### config.mk
export PLATFORM = sky130hd
export DESIGN_NAME = c17_array_bist
export DESIGN_NICKNAME = d
export VERILOG_FILES = /design/src/rtl/c17_pkg.sv /design/src/rtl/c17_lane.sv /design/src/rtl/c17_array_bist.sv
export SDC_FILE = /design/constraint.sdc
export NUM_CORES = 1
export LEC_CHECK = 0
export ABC_AREA = 1
export CORE_AREA = 10 10 96 115
export DETAILED_ROUTE_END_ITERATION = 10
export DIE_AREA = 0 0 106 125
export PLACE_DENSITY = 0.62
export SLEW_MARGIN = 20
export SYNTH_ARGS = -nofsm -noshare
export SYNTH_HDL_FRONTEND = slang
export SYNTH_HIERARCHICAL = 1
export SYNTH_SLANG_ARGS = --single-unit
### constraint.sdc
create_clock -name clk -period 7.3 [get_ports clk]
set_input_delay 0.73 -clock clk [delete_from_list [all_inputs] [get_ports clk]]
set_output_delay 0.73 -clock clk [all_outputs]
set_load 0.05 [all_outputs]
### src/rtl/c17_pkg.sv
// Shared types, constants and helpers for the c17 lane array with built-in self-test.
package c17_pkg;

  localparam int IN_W  = 5;
  localparam int OUT_W = 2;
  localparam int NPAT  = 32;

  localparam logic [15:0] MISR_POLY = 16'h100B;
  localparam logic [15:0] MISR_SEED = 16'hFFFF;

  // Entry p is {O22,O23} for pattern p = {I1,I2,I3,I6,I7}; leftmost entry is p=31.
  localparam logic [NPAT-1:0][OUT_W-1:0] C17_GOLDEN = {
    2'b10, 2'b10, 2'b11, 2'b11, 2'b11, 2'b11, 2'b11, 2'b11,
    2'b10, 2'b10, 2'b11, 2'b10, 2'b01, 2'b00, 2'b01, 2'b00,
    2'b00, 2'b00, 2'b11, 2'b11, 2'b11, 2'b11, 2'b11, 2'b11,
    2'b00, 2'b00, 2'b01, 2'b00, 2'b01, 2'b00, 2'b01, 2'b00
  };

  typedef enum logic [2:0] {
    IDLE,
    WAIT,
    RUN,
    DRAIN,
    DONE
  } bist_state_t;

  // Galois-form MISR step for x^16+x^12+x^3+x+1, new data folded into the low bits.
  function automatic logic [15:0] misr_step(input logic [15:0] s, input logic [OUT_W-1:0] d);
    return {s[14:0], 1'b0} ^ (s[15] ? MISR_POLY : 16'h0000) ^ {14'h0000, d};
  endfunction

endpackage

### src/rtl/c17_lane.sv
// One combinational copy of the c17 NAND network: {I1,I2,I3,I6,I7} in, {O22,O23} out.
module c17_lane
  import c17_pkg::*;
(
  input  logic [IN_W-1:0]  in_bits,
  output logic [OUT_W-1:0] out_bits
);

  logic i1, i2, i3, i6, i7;
  logic net10, net11, net16, net19;

  assign {i1, i2, i3, i6, i7} = in_bits;

  assign net10 = ~(i1 & i3);
  assign net11 = ~(i3 & i6);
  assign net16 = ~(i2 & net11);
  assign net19 = ~(net11 & i7);

  assign out_bits = {~(net10 & net16), ~(net16 & net19)};

endmodule

### src/rtl/c17_array_bist.sv
// LANES pipelined c17 copies with valid/ready functional mode and exhaustive 32-pattern BIST.
// Optional macro C17_FAULT_INJ_EN adds fault_en/fault_lane to invert one lane's O22 at the output.
module c17_array_bist
  import c17_pkg::*;
#(
  parameter int LANES       = 4,
  parameter int PIPE_STAGES = 1,
  localparam int ERR_W      = $clog2(32 * LANES + 1)
) (
  input  logic                   clk,
  input  logic                   rst,
  input  logic                   in_valid,
  output logic                   in_ready,
  input  logic [IN_W*LANES-1:0]  in_data,
  output logic                   out_valid,
  output logic [OUT_W*LANES-1:0] out_data,
  input  logic                   start,
  output logic                   busy,
  output logic                   done,
  output logic                   pass,
  output logic [ERR_W-1:0]       err_count,
  output logic [LANES-1:0]       lane_fail,
  output logic [15:0]            signature
`ifdef C17_FAULT_INJ_EN
  ,
  input  logic                   fault_en,
  input  logic [((LANES > 1) ? $clog2(LANES) : 1)-1:0] fault_lane
`endif
);

  localparam int LAT  = 1 + PIPE_STAGES;
  localparam int MC_W = $clog2(LANES + 1);
  localparam logic [4:0]       DRAIN_LAST = 5'(LAT - 1);
  localparam logic [ERR_W-1:0] ERR_MAX    = '1;

  bist_state_t state_reg;
  logic [4:0]  cnt_reg;

  logic accept;
  assign accept = in_valid & in_ready;

  // Input register: functional beats or the BIST pattern broadcast to every lane.
  logic [IN_W*LANES-1:0] s0_data_reg;
  logic                  s0_fv_reg;
  logic                  s0_bv_reg;
  logic [4:0]            s0_p_reg;

  always_ff @(posedge clk) begin
    if (rst) begin
      s0_data_reg <= '0;
      s0_fv_reg   <= 1'b0;
      s0_bv_reg   <= 1'b0;
      s0_p_reg    <= '0;
    end else begin
      s0_fv_reg <= accept;
      s0_bv_reg <= (state_reg == RUN);
      s0_p_reg  <= cnt_reg;
      if (state_reg == RUN) begin
        s0_data_reg <= {LANES{cnt_reg}};
      end else if (accept) begin
        s0_data_reg <= in_data;
      end
    end
  end

  logic [OUT_W*LANES-1:0] lane_res;

  generate
    for (genvar gi = 0; gi < LANES; gi++) begin : g_lane
      c17_lane u_lane (
        .in_bits  (s0_data_reg[IN_W*gi +: IN_W]),
        .out_bits (lane_res[OUT_W*gi +: OUT_W])
      );
    end
  endgenerate

  // Result pipeline; element s of each array is the output of stage s.
  logic [OUT_W*LANES-1:0] res_w [PIPE_STAGES+1];
  logic                   fv_w  [PIPE_STAGES+1];
  logic                   bv_w  [PIPE_STAGES+1];
  logic [4:0]             p_w   [PIPE_STAGES+1];

  assign res_w[0] = lane_res;
  assign fv_w[0]  = s0_fv_reg;
  assign bv_w[0]  = s0_bv_reg;
  assign p_w[0]   = s0_p_reg;

  generate
    for (genvar gi = 0; gi < PIPE_STAGES; gi++) begin : g_stage
      logic [OUT_W*LANES-1:0] res_reg;
      logic                   fv_reg;
      logic                   bv_reg;
      logic [4:0]             p_reg;

      always_ff @(posedge clk) begin
        if (rst) begin
          res_reg <= '0;
          fv_reg  <= 1'b0;
          bv_reg  <= 1'b0;
          p_reg   <= '0;
        end else begin
          res_reg <= res_w[gi];
          fv_reg  <= fv_w[gi];
          bv_reg  <= bv_w[gi];
          p_reg   <= p_w[gi];
        end
      end

      assign res_w[gi+1] = res_reg;
      assign fv_w[gi+1]  = fv_reg;
      assign bv_w[gi+1]  = bv_reg;
      assign p_w[gi+1]   = p_reg;
    end
  endgenerate

  logic                   pipe_busy;
  logic [OUT_W*LANES-1:0] fin_res;
  logic                   fin_bv;
  logic [4:0]             fin_p;

  always_comb begin
    pipe_busy = 1'b0;
    for (int s = 0; s <= PIPE_STAGES; s++) begin
      pipe_busy = pipe_busy | fv_w[s] | bv_w[s];
    end
  end

  assign fin_bv = bv_w[PIPE_STAGES];
  assign fin_p  = p_w[PIPE_STAGES];

  generate
    for (genvar gi = 0; gi < LANES; gi++) begin : g_final
`ifdef C17_FAULT_INJ_EN
      logic flip;
      assign flip = fault_en && (int'(fault_lane) == gi);
      assign fin_res[OUT_W*gi +: OUT_W] = res_w[PIPE_STAGES][OUT_W*gi +: OUT_W] ^ {flip, 1'b0};
`else
      assign fin_res[OUT_W*gi +: OUT_W] = res_w[PIPE_STAGES][OUT_W*gi +: OUT_W];
`endif
    end
  endgenerate

  assign out_valid = fv_w[PIPE_STAGES];
  assign out_data  = fin_res;

  // Per-lane compare against the golden table for the pattern tag carried with the beat.
  logic [LANES-1:0] mis;

  generate
    for (genvar gi = 0; gi < LANES; gi++) begin : g_check
      assign mis[gi] = fin_bv && (fin_res[OUT_W*gi +: OUT_W] != C17_GOLDEN[fin_p]);
    end
  endgenerate

  logic [MC_W-1:0]  mis_cnt;
  logic [ERR_W:0]   err_sum;
  logic [ERR_W-1:0] err_next;

  always_comb begin
    mis_cnt = '0;
    for (int k = 0; k < LANES; k++) begin
      mis_cnt = mis_cnt + MC_W'(mis[k]);
    end
    err_sum  = {1'b0, err_count} + (ERR_W + 1)'(mis_cnt);
    err_next = (err_sum > {1'b0, ERR_MAX}) ? ERR_MAX : err_sum[ERR_W-1:0];
  end

  always_ff @(posedge clk) begin
    if (rst) begin
      state_reg <= IDLE;
      cnt_reg   <= '0;
      in_ready  <= 1'b1;
      busy      <= 1'b0;
      done      <= 1'b0;
      pass      <= 1'b0;
      err_count <= '0;
      lane_fail <= '0;
      signature <= MISR_SEED;
    end else begin
      done <= 1'b0;
      if (fin_bv) begin
        err_count <= err_next;
        lane_fail <= lane_fail | mis;
        signature <= misr_step(signature, fin_res[OUT_W-1:0]);
      end
      case (state_reg)
        IDLE: begin
          if (start) begin
            state_reg <= WAIT;
            in_ready  <= 1'b0;
            busy      <= 1'b1;
          end
        end
        WAIT: begin
          // Functional data already accepted must leave before patterns enter.
          if (!pipe_busy) begin
            state_reg <= RUN;
            cnt_reg   <= '0;
            pass      <= 1'b0;
            err_count <= '0;
            lane_fail <= '0;
            signature <= MISR_SEED;
          end
        end
        RUN: begin
          cnt_reg <= cnt_reg + 5'd1;
          if (cnt_reg == 5'd31) begin
            state_reg <= DRAIN;
          end
        end
        DRAIN: begin
          if (cnt_reg == DRAIN_LAST) begin
            state_reg <= DONE;
            cnt_reg   <= '0;
            busy      <= 1'b0;
            done      <= 1'b1;
            pass      <= (err_next == '0);
          end else begin
            cnt_reg <= cnt_reg + 5'd1;
          end
        end
        DONE: begin
          state_reg <= IDLE;
          in_ready  <= 1'b1;
        end
        default: begin
          state_reg <= IDLE;
        end
      endcase
    end
  end

endmodule

# After elaboration in Yosys (flattened, before gate mapping)
# Memories as Yosys holds them, arrays and structs flattened. A register that Yosys moved wholly into a read port is not among the register bits.
# Index checks and enable logic that the tools add are counted.
[totals]
regBits = 82
rom_bits = 64
input_bits = 24
out_inout_bits = 41
elab_cells = 144
n_memories = 1
[mem_list]
columns = ["name", "words", "width", "rd", "rd_clocked_by_memory_dff", "write_ports", "line", "rtl"]
rows = [
  ["(name not given)", 32, 2, 1, 1, 0, "c17_array_bist.sv:151", "assign mis[gi] = fin_bv && (fin_res[OUT_W*gi +: OUT_W] != C17_GOLDEN[fin_p]);"],
]
[op_classes]
add_sub_neg = 5
order_cmp = 2
eq_ne = 14
muxes = 32
bitwise_logic = 56
reduce_logical = 17
[op_table]
columns = ["cell", "n"]
rows = [
  ["$mux W16", 3],
  ["$mux W20", 2],
  ["$mux W8", 4],
  ["$and A1 B1 Y1", 25],
  ["$not A1 Y1", 25],
  ["$xor A16 B13 Y16", 1],
  ["$xor A16 B2 Y16", 1],
  ["$mux W5", 3],
  ["$pmux W5 S3", 1],
  ["$mux W13", 1],
  ["$mux W3", 4],
  ["$mux W4", 3],
  ["$pmux W3 S4", 1],
  ["$add A8 B3 Y9", 1],
  ["$gt A9 B8 Y1 const B", 1],
  ["$logic_not A8 Y1", 1],
  ["$ne A2 B2 Y1", 4],
  ["$reduce_bool A2 Y1", 4],
  ["$eq A3 B2 Y1 const B", 2],
  ["$lt A5 B6 Y1 const B", 1],
  ["$mux W1", 6],
  ["$ne A2 B2 Y1 const B", 3],
  ["$pmux W1 S2", 3],
  ["$reduce_and A3 Y1", 2],
  ["other kinds (18)", 24],
]

# Logic depth before layout (Yosys ltp)
[logic_depth]
depth_word = 13
mapped_depth = 17
ltp_nobuf = 16

# By module
# Netlist, hierarchy kept.
[by_module_without_submodules]
columns = ["module", "instances", "cells_each", "area_each_um2", "seq_area_each_um2"]
rows = [
  ["c17_array_bist", 1, 423, 3308.2, 1581.5],
  ["c17_lane", 4, 7, 28.8, 0.0],
]

# Worst setup path after synthesis
# Ideal clock, no wire load.
[synth_timing]
path_kind = "flip-flop to flip-flop"
from = "register g_stage[0].res_reg[1] (netlist: out_data[1])"
to = "register err_count[5]"
setup_time_ps = 130
arrival_time_ps = 3014
required_time_ps = 7170
path_slack_ps = 4156
stages_incl_launch_ff = 14
n_path_buf = 0
synth_period_minus_slack_ps = 3144
path_cell_list = "dfxtp_1 > xnor2_1 > nand2_1 > nand2_1 > fa_1 > inv_1 > fa_1 > fa_1 > nand2_1 > inv_1 > nand3_2 > inv_1 > nor2_1 > a31oi_1"
[synth_via]
elab_chain_cells = 11
[synth_lines]
columns = ["element", "line", "rtl"]
rows = [
  ["from (decl)", "c17_array_bist.sv:90", "logic [OUT_W*LANES-1:0] res_reg;"],
  ["from (signal assigned)", "c17_array_bist.sv:102", "res_reg <= res_w[gi];"],
  ["$ne A2 B2 Y1 *", "c17_array_bist.sv:151", ""],
  ["$logic_and A1 B1 Y1 *", "c17_array_bist.sv:151", ""],
  ["$add A1 B1 Y2 *", "c17_array_bist.sv:162", "mis_cnt = mis_cnt + MC_W'(mis[k]);"],
  ["$add A2 B1 Y3 *", "c17_array_bist.sv:162", ""],
  ["$add A3 B1 Y3 *", "c17_array_bist.sv:162", ""],
  ["$add A8 B3 Y9 *", "c17_array_bist.sv:164", "err_sum = {1'b0, err_count} + (ERR_W + 1)'(mis_cnt);"],
  ["$gt A9 B8 Y1", "c17_array_bist.sv:165", "err_next = (err_sum > {1'b0, ERR_MAX}) ? ERR_MAX : err_sum[ERR_W-1:0];"],
  ["$mux W8 *", "c17_array_bist.sv:165", ""],
  ["$mux W8 *", "c17_array_bist.sv:181", "if (fin_bv) begin"],
  ["$mux W8", "c17_array_bist.sv:196", "if (!pipe_busy) begin"],
  ["$mux W8 *", "c17_array_bist.sv:186", "case (state_reg)"],
  ["to (signal assigned)", "c17_array_bist.sv:182", "err_count <= err_next;"],
  ["to (decl)", "c17_array_bist.sv:21", "output logic [ERR_W-1:0] err_count,"],
]
# Mark *: on every way between the ends. The rest lies on a longest branch, timed or not.
# A chain may end at the register's enable or synchronous reset.

# Final worst setup path
[layout_timing]
from = "register g_stage[0].bv_reg (netlist: fin_bv)"
to = "register err_count[5]"
[layout_via]
elab_chain_cells = 10
[layout_lines]
columns = ["element", "line", "rtl"]
rows = [
  ["from (decl)", "c17_array_bist.sv:92", "logic bv_reg;"],
  ["from (signal assigned)", "c17_array_bist.sv:104", "bv_reg <= bv_w[gi];"],
  ["$logic_and A1 B1 Y1", "c17_array_bist.sv:151", ""],
  ["$add A1 B1 Y2", "c17_array_bist.sv:162", ""],
  ["$add A2 B1 Y3", "c17_array_bist.sv:162", ""],
  ["$add A3 B1 Y3", "c17_array_bist.sv:162", ""],
  ["$add A8 B3 Y9", "c17_array_bist.sv:164", ""],
  ["$gt A9 B8 Y1", "c17_array_bist.sv:165", ""],
  ["$mux W8", "c17_array_bist.sv:165", ""],
  ["$mux W8", "c17_array_bist.sv:181", ""],
  ["$mux W8", "c17_array_bist.sv:196", ""],
  ["$mux W8 *", "c17_array_bist.sv:186", ""],
]
# Marked as above.

==> results.sh <==
export IMPL_clkSinkCount=79
export IMPL_syn_avg_cell_area_sq_um=7.590
export IMPL_fin_worst_skew_ps=6.161
export IMPL_post_route_min_period_ps=3489
export IMPL_yosys_warnings=6
export IMPL_drtPass1Iterations=4
export IMPL_top_layer_used="met4"
export IMPL_num_rows=38
export IMPL_core_sq_mm=0.008843
export IMPL_powerDensity_mw_per_mm2=272.5
export IMPL_grt_pass1_wl_um=13900
export IMPL_ant_nets=0
export IMPL_status="complete, no violations"
export IMPL_criticalPathCategory="reg -> reg"
export IMPL_hold_depth=2
export IMPL_min_path_type="reg -> reg"
export IMPL_cts_resized=0
export IMPL_place_gp_congestion=0.8102
export IMPL_power_ir_vdd_worst_v=0.00009418
export IMPL_ys_seq_elements=79
export IMPL_grt_overflow=0
export IMPL_startpoint_type="flop"
export IMPL_antenna_cells=0
export IMPL_clock_fmax_mhz=286.6
export IMPL_h_tree_depth=3
export IMPL_rsz0062_at_grt="no"
export IMPL_preCtsSetupSlack_ps=3823
export IMPL_area_growth_syn_to_layout_pct=27.49
export IMPL_drv_slew=0
export IMPL_async_flop_share_pct=0
export IMPL_cp_arrival_ps=3700
export IMPL_yosysTopAreaCell="dfxtp_1"
export IMPL_dpl_hpwl_um=6276
export IMPL_synth_cells=451
export IMPL_drc=0
export IMPL_port_buffers=64
export IMPL_yosysSeqAreaShare_pct=46.20
export IMPL_hold_violations=0
export IMPL_setup_viol=0
export IMPL_cts_root_buf="clkbuf_8"
export IMPL_num_io_pins=65
export IMPL_wl_met1_um=3783
export IMPL_synth_ff_type="dfxtp_1"
export IMPL_post_synth_top_count_cell="nand2_1"
export IMPL_worstSkewPairLatency_ps=340
export IMPL_dr_total_vias=2975
export IMPL_cts_tree="yes"
export IMPL_dieArea_sq_mm=0.01325
export IMPL_syn_num_nets=482
export IMPL_synth_top_cell_area_share_pct=46.20
export IMPL_die_h_um=125
export IMPL_reg2reg_depth=11
export IMPL_wl_met3_um=373
export IMPL_nets=540
export IMPL_min_period_over_period_pct=47.80
export IMPL_met2_length_um=3939
export IMPL_final_util_pct=49.35
export IMPL_worst_setup_path_end_kind="flop"
export IMPL_wl_um=8241
export IMPL_largest_reg_flops=20
export IMPL_yosys_top_cells_area="dfxtp_1 (46%), nand2_1 (12%), nor2_1 (6.1%)"
export IMPL_first_iter_violations=93
export IMPL_cts_buffers=9
export IMPL_layout_drive_gt1_share_pct=6.809
export IMPL_wl_per_cell_um=13.00
export IMPL_maxCapViolCount=0
export IMPL_grt_pass1_vias=2979
export IMPL_relSlewSlack_pct=42.02
export IMPL_initial_core_util_pct=38.71
export IMPL_die_w_um=106
export IMPL_synth_edf_count=0
export IMPL_tightest_slew_ps=868.6
export IMPL_required_ps=7510
export IMPL_drt_vias_per_instance=4.692
export IMPL_ctsHoldBuffers=0
export IMPL_grt_util_all_layers_pct=12.46
export IMPL_leakage_uw=0.001889
export IMPL_ys_types=38
export IMPL_post_cts_buffers=0
export IMPL_netlist_area_sq_mm=0.003423
export IMPL_antenna_found_initial=0
export IMPL_cts_buffer_depth=2
export IMPL_worstPathMaxFanout=27
export IMPL_layout_setup_ws_ps=3811
export IMPL_grt_max_degree=39
export IMPL_synth_common_cells="nand2_1 (108), dfxtp_1 (79), nor2_1 (56), inv_1 (52), nand3_1 (32)"
export IMPL_path_clk_slew_ps=80
export IMPL_setup_tns_ps=0
[cell type report]
class	count	area, sq um
fill	911	4479
sequential	79	1582
multi-input combinational	297	1536
timing repair buffer	65	648.1
inverter	57	216.5
clock buffer	11	151.4
tap	120	150.1
clock inverter	5	80.08
[stage by stage]
stage | cells | hold WS, ps | power [uW] | instance area, sq um
2_1_floorplan | 451 | 403.4 | 747.4 | 3423
3_3_place_gp | 618 | 410.7 | 828.1 | 4133
3_5_place_dp | 618 | 413.9 | 833.5 | 4133
4_1_cts | 634 | 427.8 | 1201 | 4364
5_1_grt | 634 | 464.9 | 1261 | 4364
6_report | 634 | 422.9 | 1189 | 4364
[report_power, final]
group          switching (uW)  internal, uW  total (uW)
logic                     200           109         309
clock network             157           211         368
registers                37.5           475         513
[path summary, 6_finish.rpt]
kind	startpoint	to	slack (ps)
hold / removal	s0_fv_reg$_SDFF_PP0_	out_valid$_SDFF_PP0_	420
setup / recovery	fin_bv$_SDFF_PP0_	err_count[5]$_SDFF_PP0_	3810
setup reg to reg	fin_bv$_SDFF_PP0_	err_count[5]$_SDFF_PP0_	3810
hold reg to reg	s0_fv_reg$_SDFF_PP0_	out_valid$_SDFF_PP0_	420
[kinds of logic after synthesis]
kind of cell	synth area share, %
adders and majority gates	3.217
buffers and inverters	8.918
and+or+nand+nor	27.45
DFF	46.20
xor gates and xnor gates	3.838
AOI/OAI and AO/OA	10.38
[layer usage]
metal	up-vias	global-route usage, %
met5	-	0
met4	0	4.469
met3	15	3.803
met2	67	20.59
met1	1355	14.89
li1	1538	-
[cell usage in the layout (no fill, tap or decap), types with 11 or more instances in the layout]
master and n:
inv_1 52, nand2_1 108, a31oi_1 13, nand3_1 32, nor2_1 56, clkbuf_8 11
a21oi_1 16, clkdlybuf4s50_1 64, dfxtp_1 79, o21ai_0 15, xnor2_1 13
[critical path, stage by stage, from the launching register on]
cell and delay (ps):
dfxtp_1 890, nand2_1 170, fa_1 540, inv_1 50
fa_1 470, fa_1 430, nand2_1 130, inv_1 90
nand3_2 130, inv_1 60, nor2_1 250, a31oi_1 140
Power figures use the tool's default switching activity.
